<file path="config.mk">
export PLATFORM = sky130hd
export DESIGN_NAME = time_set_controller
export DESIGN_NICKNAME = d
export VERILOG_FILES = /design/src/rtl/clock_pkg.sv /design/src/rtl/wrap_counter.sv /design/src/rtl/time_set_controller.sv
export SDC_FILE = /design/constraint.sdc
export NUM_CORES = 1
export LEC_CHECK = 0
export CORE_UTILIZATION = 49
export CTS_CLUSTER_SIZE = 40
export DETAILED_ROUTE_END_ITERATION = 10
export GPL_ROUTABILITY_DRIVEN = 1
export MAX_ROUTING_LAYER = met4
export PLACE_DENSITY = 0.8
export SLEW_MARGIN = 20
export SYNTH_ARGS = -nofsm -noshare
export SYNTH_HDL_FRONTEND = slang
export SYNTH_HIERARCHICAL = 1
export SYNTH_SLANG_ARGS = --single-unit
export TNS_END_PERCENT = 50
</file>
<file path="constraint.sdc">
create_clock -name Clk_sys_i -period 7.04 [get_ports Clk_sys_i]
set_input_delay 0.704 -clock Clk_sys_i [delete_from_list [all_inputs] [get_ports Clk_sys_i]]
set_output_delay 0.704 -clock Clk_sys_i [all_outputs]
set_load 0.01 [all_outputs]
</file>
<file path="src/rtl/clock_pkg.sv">
// Shared state encoding, field limits and mode sequencing for the clock controller.
// CLOCK_ALARM_EN adds the two alarm-setting states to the mode sequence.
package clock_pkg;

  localparam int unsigned SEC_MAX = 59;
  localparam int unsigned MIN_MAX = 59;
  localparam int unsigned HR_MAX  = 23;

  localparam int unsigned SEC_W = 6;
  localparam int unsigned MIN_W = 6;
  localparam int unsigned HR_W  = 5;

  localparam int unsigned ALARM_RING_TICKS = 60;
  localparam int unsigned RING_W           = 6;

  typedef enum logic [2:0] {
    ST_RUN     = 3'd0,
    ST_SET_HR  = 3'd1,
    ST_SET_MIN = 3'd2
`ifdef CLOCK_ALARM_EN
    ,
    ST_SET_AL_HR  = 3'd3,
    ST_SET_AL_MIN = 3'd4
`endif
  } state_e;

  // Successor of a state on a mode press; the last SET state returns to RUN.
  function automatic state_e next_mode_state(input state_e s);
    state_e n;
    case (s)
      ST_RUN:        n = ST_SET_HR;
      ST_SET_HR:     n = ST_SET_MIN;
`ifdef CLOCK_ALARM_EN
      ST_SET_MIN:    n = ST_SET_AL_HR;
      ST_SET_AL_HR:  n = ST_SET_AL_MIN;
`endif
      default:       n = ST_RUN;
    endcase
    return n;
  endfunction

endpackage

</file>
<file path="src/rtl/wrap_counter.sv">
// Modulo counter 0..MAX with synchronous clear (priority over inc) and a wrap carry.
// next_o exposes the value the counter will hold after this edge.
module wrap_counter #(
  parameter int unsigned MAX = 59,
  parameter int unsigned W   = 6
) (
  input  logic         clk_i,
  input  logic         rst_ni,
  input  logic         inc_i,
  input  logic         clr_i,
  output logic [W-1:0] count_o,
  output logic [W-1:0] next_o,
  output logic         carry_o
);

  logic [W-1:0] count_q;
  logic [W-1:0] count_d;

  always_comb begin
    count_d = count_q;
    carry_o = 1'b0;
    if (clr_i) begin
      count_d = '0;
    end else if (inc_i) begin
      if (count_q == W'(MAX)) begin
        count_d = '0;
        carry_o = 1'b1;
      end else begin
        count_d = count_q + W'(1);
      end
    end
  end

  always_ff @(posedge clk_i) begin
    if (!rst_ni) begin
      count_q <= '0;
    end else begin
      count_q <= count_d;
    end
  end

  assign count_o = count_q;
  assign next_o  = count_d;

endmodule

</file>
<file path="src/rtl/time_set_controller.sv">
// Run/set controller owning the hh:mm:ss counters and the two-button edit interface.
// Defining CLOCK_ALARM_EN adds alarm time registers, alarm-set states and the alarm output.
module time_set_controller
  import clock_pkg::*;
#(
  parameter int unsigned REPEAT_CYCLES = 500_000,
  parameter int unsigned BLINK_CYCLES  = 250_000
) (
  input  logic            Clk_sys_i,
  input  logic            reset_i,
  input  logic            tick_1sec_i,
  input  logic            btn_mode_i,
  input  logic            btn_inc_i,
  output logic [SEC_W-1:0] seconds_o,
  output logic [MIN_W-1:0] minutes_o,
  output logic [HR_W-1:0]  hours_o,
  output logic [2:0]       state_o,
  output logic             blink_o
`ifdef CLOCK_ALARM_EN
  ,
  input  logic             alarm_on_i,
  output logic             alarm_o
`endif
);

  localparam int unsigned RPT_W = $clog2(REPEAT_CYCLES);
  localparam int unsigned BLK_W = $clog2(BLINK_CYCLES + 1);

  // Button edge detection; bit 0 = mode, bit 1 = inc.
  logic [1:0] btn_lvl;
  logic [1:0] btn_prev_q;
  logic [1:0] btn_press;
  logic       armed_q;

  assign btn_lvl = {btn_inc_i, btn_mode_i};

  // armed_q masks the first cycle after reset so a button held through reset is not a press.
  generate
    for (genvar gi = 0; gi < 2; gi++) begin : g_edge
      assign btn_press[gi] = armed_q & btn_lvl[gi] & ~btn_prev_q[gi];
    end
  endgenerate

  logic mode_press;
  logic inc_press;
  logic mode_adv;
  logic alarm_active;

  assign mode_press = btn_press[0];
  assign inc_press  = btn_press[1] & ~mode_press;
  assign mode_adv   = mode_press & ~alarm_active;

  state_e state_q;
  state_e state_d;

  always_comb begin
    state_d = state_q;
    if (mode_adv) begin
      state_d = next_mode_state(state_q);
    end
  end

  logic in_run;
  logic state_changed;
  logic run_tick;

  assign in_run        = (state_q == ST_RUN);
  assign state_changed = (state_d != state_q);
  assign run_tick      = in_run & tick_1sec_i;

  // Auto-repeat: runs while inc is held in a stable SET state.
  logic [RPT_W-1:0] rpt_cnt_q;
  logic [RPT_W-1:0] rpt_cnt_d;
  logic             rpt_fire;

  always_comb begin
    rpt_cnt_d = rpt_cnt_q;
    rpt_fire  = 1'b0;
    if (in_run || !btn_inc_i || state_changed) begin
      rpt_cnt_d = '0;
    end else if (rpt_cnt_q == RPT_W'(REPEAT_CYCLES - 1)) begin
      rpt_cnt_d = '0;
      rpt_fire  = 1'b1;
    end else begin
      rpt_cnt_d = rpt_cnt_q + RPT_W'(1);
    end
  end

  logic edit_inc;
  assign edit_inc = ~in_run & (inc_press | rpt_fire);

  // Blink runs from the first SET cycle and is held cleared whenever the next state is RUN.
  logic [BLK_W-1:0] blink_cnt_q;
  logic [BLK_W-1:0] blink_cnt_d;
  logic             blink_q;
  logic             blink_d;

  always_comb begin
    blink_cnt_d = blink_cnt_q;
    blink_d     = blink_q;
    if (state_d == ST_RUN) begin
      blink_cnt_d = '0;
      blink_d     = 1'b0;
    end else if (blink_cnt_q == BLK_W'(BLINK_CYCLES - 1)) begin
      blink_cnt_d = '0;
      blink_d     = ~blink_q;
    end else begin
      blink_cnt_d = blink_cnt_q + BLK_W'(1);
    end
  end

  always_ff @(posedge Clk_sys_i) begin
    if (!reset_i) begin
      armed_q     <= 1'b0;
      btn_prev_q  <= '0;
      state_q     <= ST_RUN;
      rpt_cnt_q   <= '0;
      blink_cnt_q <= '0;
      blink_q     <= 1'b0;
    end else begin
      armed_q     <= 1'b1;
      btn_prev_q  <= btn_lvl;
      state_q     <= state_d;
      rpt_cnt_q   <= rpt_cnt_d;
      blink_cnt_q <= blink_cnt_d;
      blink_q     <= blink_d;
    end
  end

  // Time counters: carries chain only in RUN; edits wrap a single field.
  logic             sec_inc, sec_clr, sec_carry;
  logic             min_inc, min_carry;
  logic             hr_inc, hr_carry_unused;
  logic [SEC_W-1:0] sec_next;
  logic [MIN_W-1:0] min_next;
  logic [HR_W-1:0]  hr_next;

  assign sec_inc = run_tick;
  assign sec_clr = ~in_run & (state_d == ST_RUN);
  assign min_inc = (run_tick & sec_carry) | ((state_q == ST_SET_MIN) & edit_inc);
  assign hr_inc  = (run_tick & min_carry) | ((state_q == ST_SET_HR) & edit_inc);

  wrap_counter #(.MAX(SEC_MAX), .W(SEC_W)) u_sec (
    .clk_i   (Clk_sys_i),
    .rst_ni  (reset_i),
    .inc_i   (sec_inc),
    .clr_i   (sec_clr),
    .count_o (seconds_o),
    .next_o  (sec_next),
    .carry_o (sec_carry)
  );

  wrap_counter #(.MAX(MIN_MAX), .W(MIN_W)) u_min (
    .clk_i   (Clk_sys_i),
    .rst_ni  (reset_i),
    .inc_i   (min_inc),
    .clr_i   (1'b0),
    .count_o (minutes_o),
    .next_o  (min_next),
    .carry_o (min_carry)
  );

  wrap_counter #(.MAX(HR_MAX), .W(HR_W)) u_hr (
    .clk_i   (Clk_sys_i),
    .rst_ni  (reset_i),
    .inc_i   (hr_inc),
    .clr_i   (1'b0),
    .count_o (hours_o),
    .next_o  (hr_next),
    .carry_o (hr_carry_unused)
  );

  assign state_o = state_q;
  assign blink_o = blink_q;

`ifdef CLOCK_ALARM_EN
  logic [HR_W-1:0]   al_hr;
  logic [MIN_W-1:0]  al_min;
  logic [HR_W-1:0]   al_hr_next_unused;
  logic [MIN_W-1:0]  al_min_next_unused;
  logic              al_hr_carry_unused;
  logic              al_min_carry_unused;

  wrap_counter #(.MAX(HR_MAX), .W(HR_W)) u_al_hr (
    .clk_i   (Clk_sys_i),
    .rst_ni  (reset_i),
    .inc_i   ((state_q == ST_SET_AL_HR) & edit_inc),
    .clr_i   (1'b0),
    .count_o (al_hr),
    .next_o  (al_hr_next_unused),
    .carry_o (al_hr_carry_unused)
  );

  wrap_counter #(.MAX(MIN_MAX), .W(MIN_W)) u_al_min (
    .clk_i   (Clk_sys_i),
    .rst_ni  (reset_i),
    .inc_i   ((state_q == ST_SET_AL_MIN) & edit_inc),
    .clr_i   (1'b0),
    .count_o (al_min),
    .next_o  (al_min_next_unused),
    .carry_o (al_min_carry_unused)
  );

  logic              alarm_q;
  logic              alarm_d;
  logic [RING_W-1:0] ring_cnt_q;
  logic [RING_W-1:0] ring_cnt_d;
  logic              alarm_hit;

  // Compare against the post-tick time so alarm rises together with hh:mm:00.
  assign alarm_hit = run_tick & alarm_on_i & ~mode_press & (sec_next == '0) &
                     (min_next == al_min) & (hr_next == al_hr);

  always_comb begin
    alarm_d    = alarm_q;
    ring_cnt_d = ring_cnt_q;
    if (alarm_q) begin
      if (mode_press || !alarm_on_i) begin
        alarm_d    = 1'b0;
        ring_cnt_d = '0;
      end else if (run_tick) begin
        if (ring_cnt_q == RING_W'(ALARM_RING_TICKS - 1)) begin
          alarm_d    = 1'b0;
          ring_cnt_d = '0;
        end else begin
          ring_cnt_d = ring_cnt_q + RING_W'(1);
        end
      end
    end else if (alarm_hit) begin
      alarm_d    = 1'b1;
      ring_cnt_d = '0;
    end
  end

  always_ff @(posedge Clk_sys_i) begin
    if (!reset_i) begin
      alarm_q    <= 1'b0;
      ring_cnt_q <= '0;
    end else begin
      alarm_q    <= alarm_d;
      ring_cnt_q <= ring_cnt_d;
    end
  end

  assign alarm_active = alarm_q;
  assign alarm_o      = alarm_q;
`else
  logic [SEC_W+MIN_W+HR_W-1:0] next_unused;
  assign next_unused  = {sec_next, min_next, hr_next};
  assign alarm_active = 1'b0;
`endif

endmodule

</file>
==> impl_metrics.json <==
{
  "worst_pin_slew_ps": 764,
  "fin_nets": 355,
  "fin_crit_ps": 3420,
  "crit_path_cell_trace": "or4b_1 -> nor4b_1 -> a21oi_1 -> o2bb2ai_1 -> nand4b_1 -> nor3_1 -> o2bb2ai_1 -> nand4_1 -> xor2_1 -> nor4b_2",
  "htreeDepth": 3,
  "clk_latency_ps": 340,
  "path_clk_slew_ps": 70,
  "synthCells": 315,
  "syn_avg_cell_area_um2": 9.12,
  "core-area_um2": 5570,
  "layout_commonest_cell": "dfxtp_1",
  "cts_setup_buffers": 0,
  "die_area_um2": 6170,
  "hold_class": "flop to flop",
  "grt_max_degree": 20,
  "rows": 27,
  "critPathArrivalTime_ps": 3670,
  "p_leak_uw": 0.00102,
  "final_util_pct": 60.5,
  "cts_tree": "built",
  "tns_ps": 0,
  "totalWireLength_um": 5510,
  "cp_max_fo": 6,
  "syn2layout_area_growth_pct": 17.4,
  "outcome": "completed",
  "drive_above_1_share_pct": 8.00,
  "powerDensity_nw_per_um2": 209,
  "grt_pass1_vias": 2195,
  "cp-start-kind": "flop",
  "fmax_ghz": 0.292,
  "die_x_um": 78.6,
  "antenna_found_initial": 0,
  "via_count": 2255,
  "viasPerCell": 5.34,
  "cts_buffer_depth": 2,
  "track_usage_pct": 20.2,
  "grt_pass1_wl_um": 9490,
  "finalCritPeriodShare_pct": 48.6,
  "ctsResizeCount": 0,
  "cts_hold_buf": 0,
  "cp_common_cell": "o2bb2ai_1",
  "slowest_stage": "o2bb2ai_1",
  "overflow": 0,
  "ios": 26,
  "rsz0062_at_grt": "no",
  "die_h_um": 78.6,
  "skew_ps": 7.40,
  "syn-cell-area_um2": 2870,
  "max_stage_delay_ps": 570,
  "ir_worst_vdd_v": 0.000171,
  "ant_nets": 0,
  "initial_core_util_pct": 51.5,
  "gp_congestion": 0.806,
  "crit_family": "simple AND/OR/NAND/NOR gates",
  "wl_per_cell_um": 13.1,
  "dp_hpwl_um": 3760,
  "num_antenna_cells": 0,
  "setup_viol": 0,
  "hold_viol": 0,
  "crit_required_ps": 7290,
  "port_buffers": 25,
  "maxSlewViolCount": 0,
  "dr.pass1.iters": 4,
  "final_cell_mix": "dfxtp_1, nor2_1, xnor2_1",
  "cap_violations": 0,
  "endpoint_kind": "flop",
  "drt_iter0_drc": 68,
  "critPathKind": "flop to flop",
  "drc": 0,
  "numClockSinks": 61,
  "relSlewSlack_pct": 48.9,
  "num-fill-cells": 489,
  "ys_warn_count": 6,
  "root_buffer": "clkbuf_8",
  "cp_num_buf_inv": 0,
  "cts_buffers": 9
}
## where the power goes
part	internal [uW]	switching, uW	total (uW)	leakage, uW
logic	11.7	14.6	26.3	0.000422
registers	349	4.24	353	0.000493
clock network	192	134	326	0.000106
## metal layers
| layer | up-vias | part of all wire, % | routed length [um] | track usage, % |
|---|---|---|---|---|
| li1 | 1169 | - | - | - |
| met1 | 1047 | 45 | 2500 | 21.6 |
| met3 | 7 | 3.0 | 163 | 7.09 |
| met2 | 32 | 50 | 2760 | 34.6 |
| met5 | - | 0 | 0 | - |
| met4 | 0 | 1.6 | 90 | 6.85 |
## state kept, by name (all words and copies together), names as in the netlist
register       flops
blink_o            1
armed_q            1
state_o            3
rpt_cnt_q         19
u_hr/count_o       5
u_min/count_o      6
u_sec/count_o      6
btn_prev_q         2
blink_cnt_q       18
## per-stage QoR
| step | cell area, um^2 | worst slack, ps | hold WS (ps) | std cells | total power (uW) |
|---|---|---|---|---|---|
| after global placement | 3160 | 3550 | 447 | 406 | 386 |
| after CTS | 3370 | 3570 | 476 | 422 | 714 |
| final | 3370 | 3620 | 470 | 422 | 705 |
| after detailed placement | 3160 | 3430 | 459 | 406 | 387 |
| after global routing | 3370 | 3230 | 504 | 422 | 727 |
| after floorplan | 2880 | 4380 | 430 | 318 | 378 |
## final timing paths
| check | from | to | slack [ps] | cells after the start |
|---|---|---|---|---|
| setup / recovery | rpt_cnt_q[11] | u_hr/count_o[3] | 3620 | 10 |
| hold / removal | rpt_cnt_q[0] | rpt_cnt_q[0] | 470 | 1 |
| setup reg to reg | rpt_cnt_q[11] | u_hr/count_o[3] | 3620 | 10 |
| hold reg to reg | rpt_cnt_q[0] | rpt_cnt_q[0] | 470 | 1 |
## final cells by class
class | count | area (um^2) | share of cell area (%)
Timing Repair Buffer | 25 | 250 | 7.42
Inverter | 11 | 41.3 | 1.22
Tap cell | 72 | 90.1 | 2.67
Sequential cell | 61 | 1220 | 36.2
Multi-Input combinational cell | 237 | 1560 | 46.2
Clock inverter | 3 | 42.5 | 1.26
Clock buffer | 13 | 169 | 5.01
(Power assumes the default switching activity.)
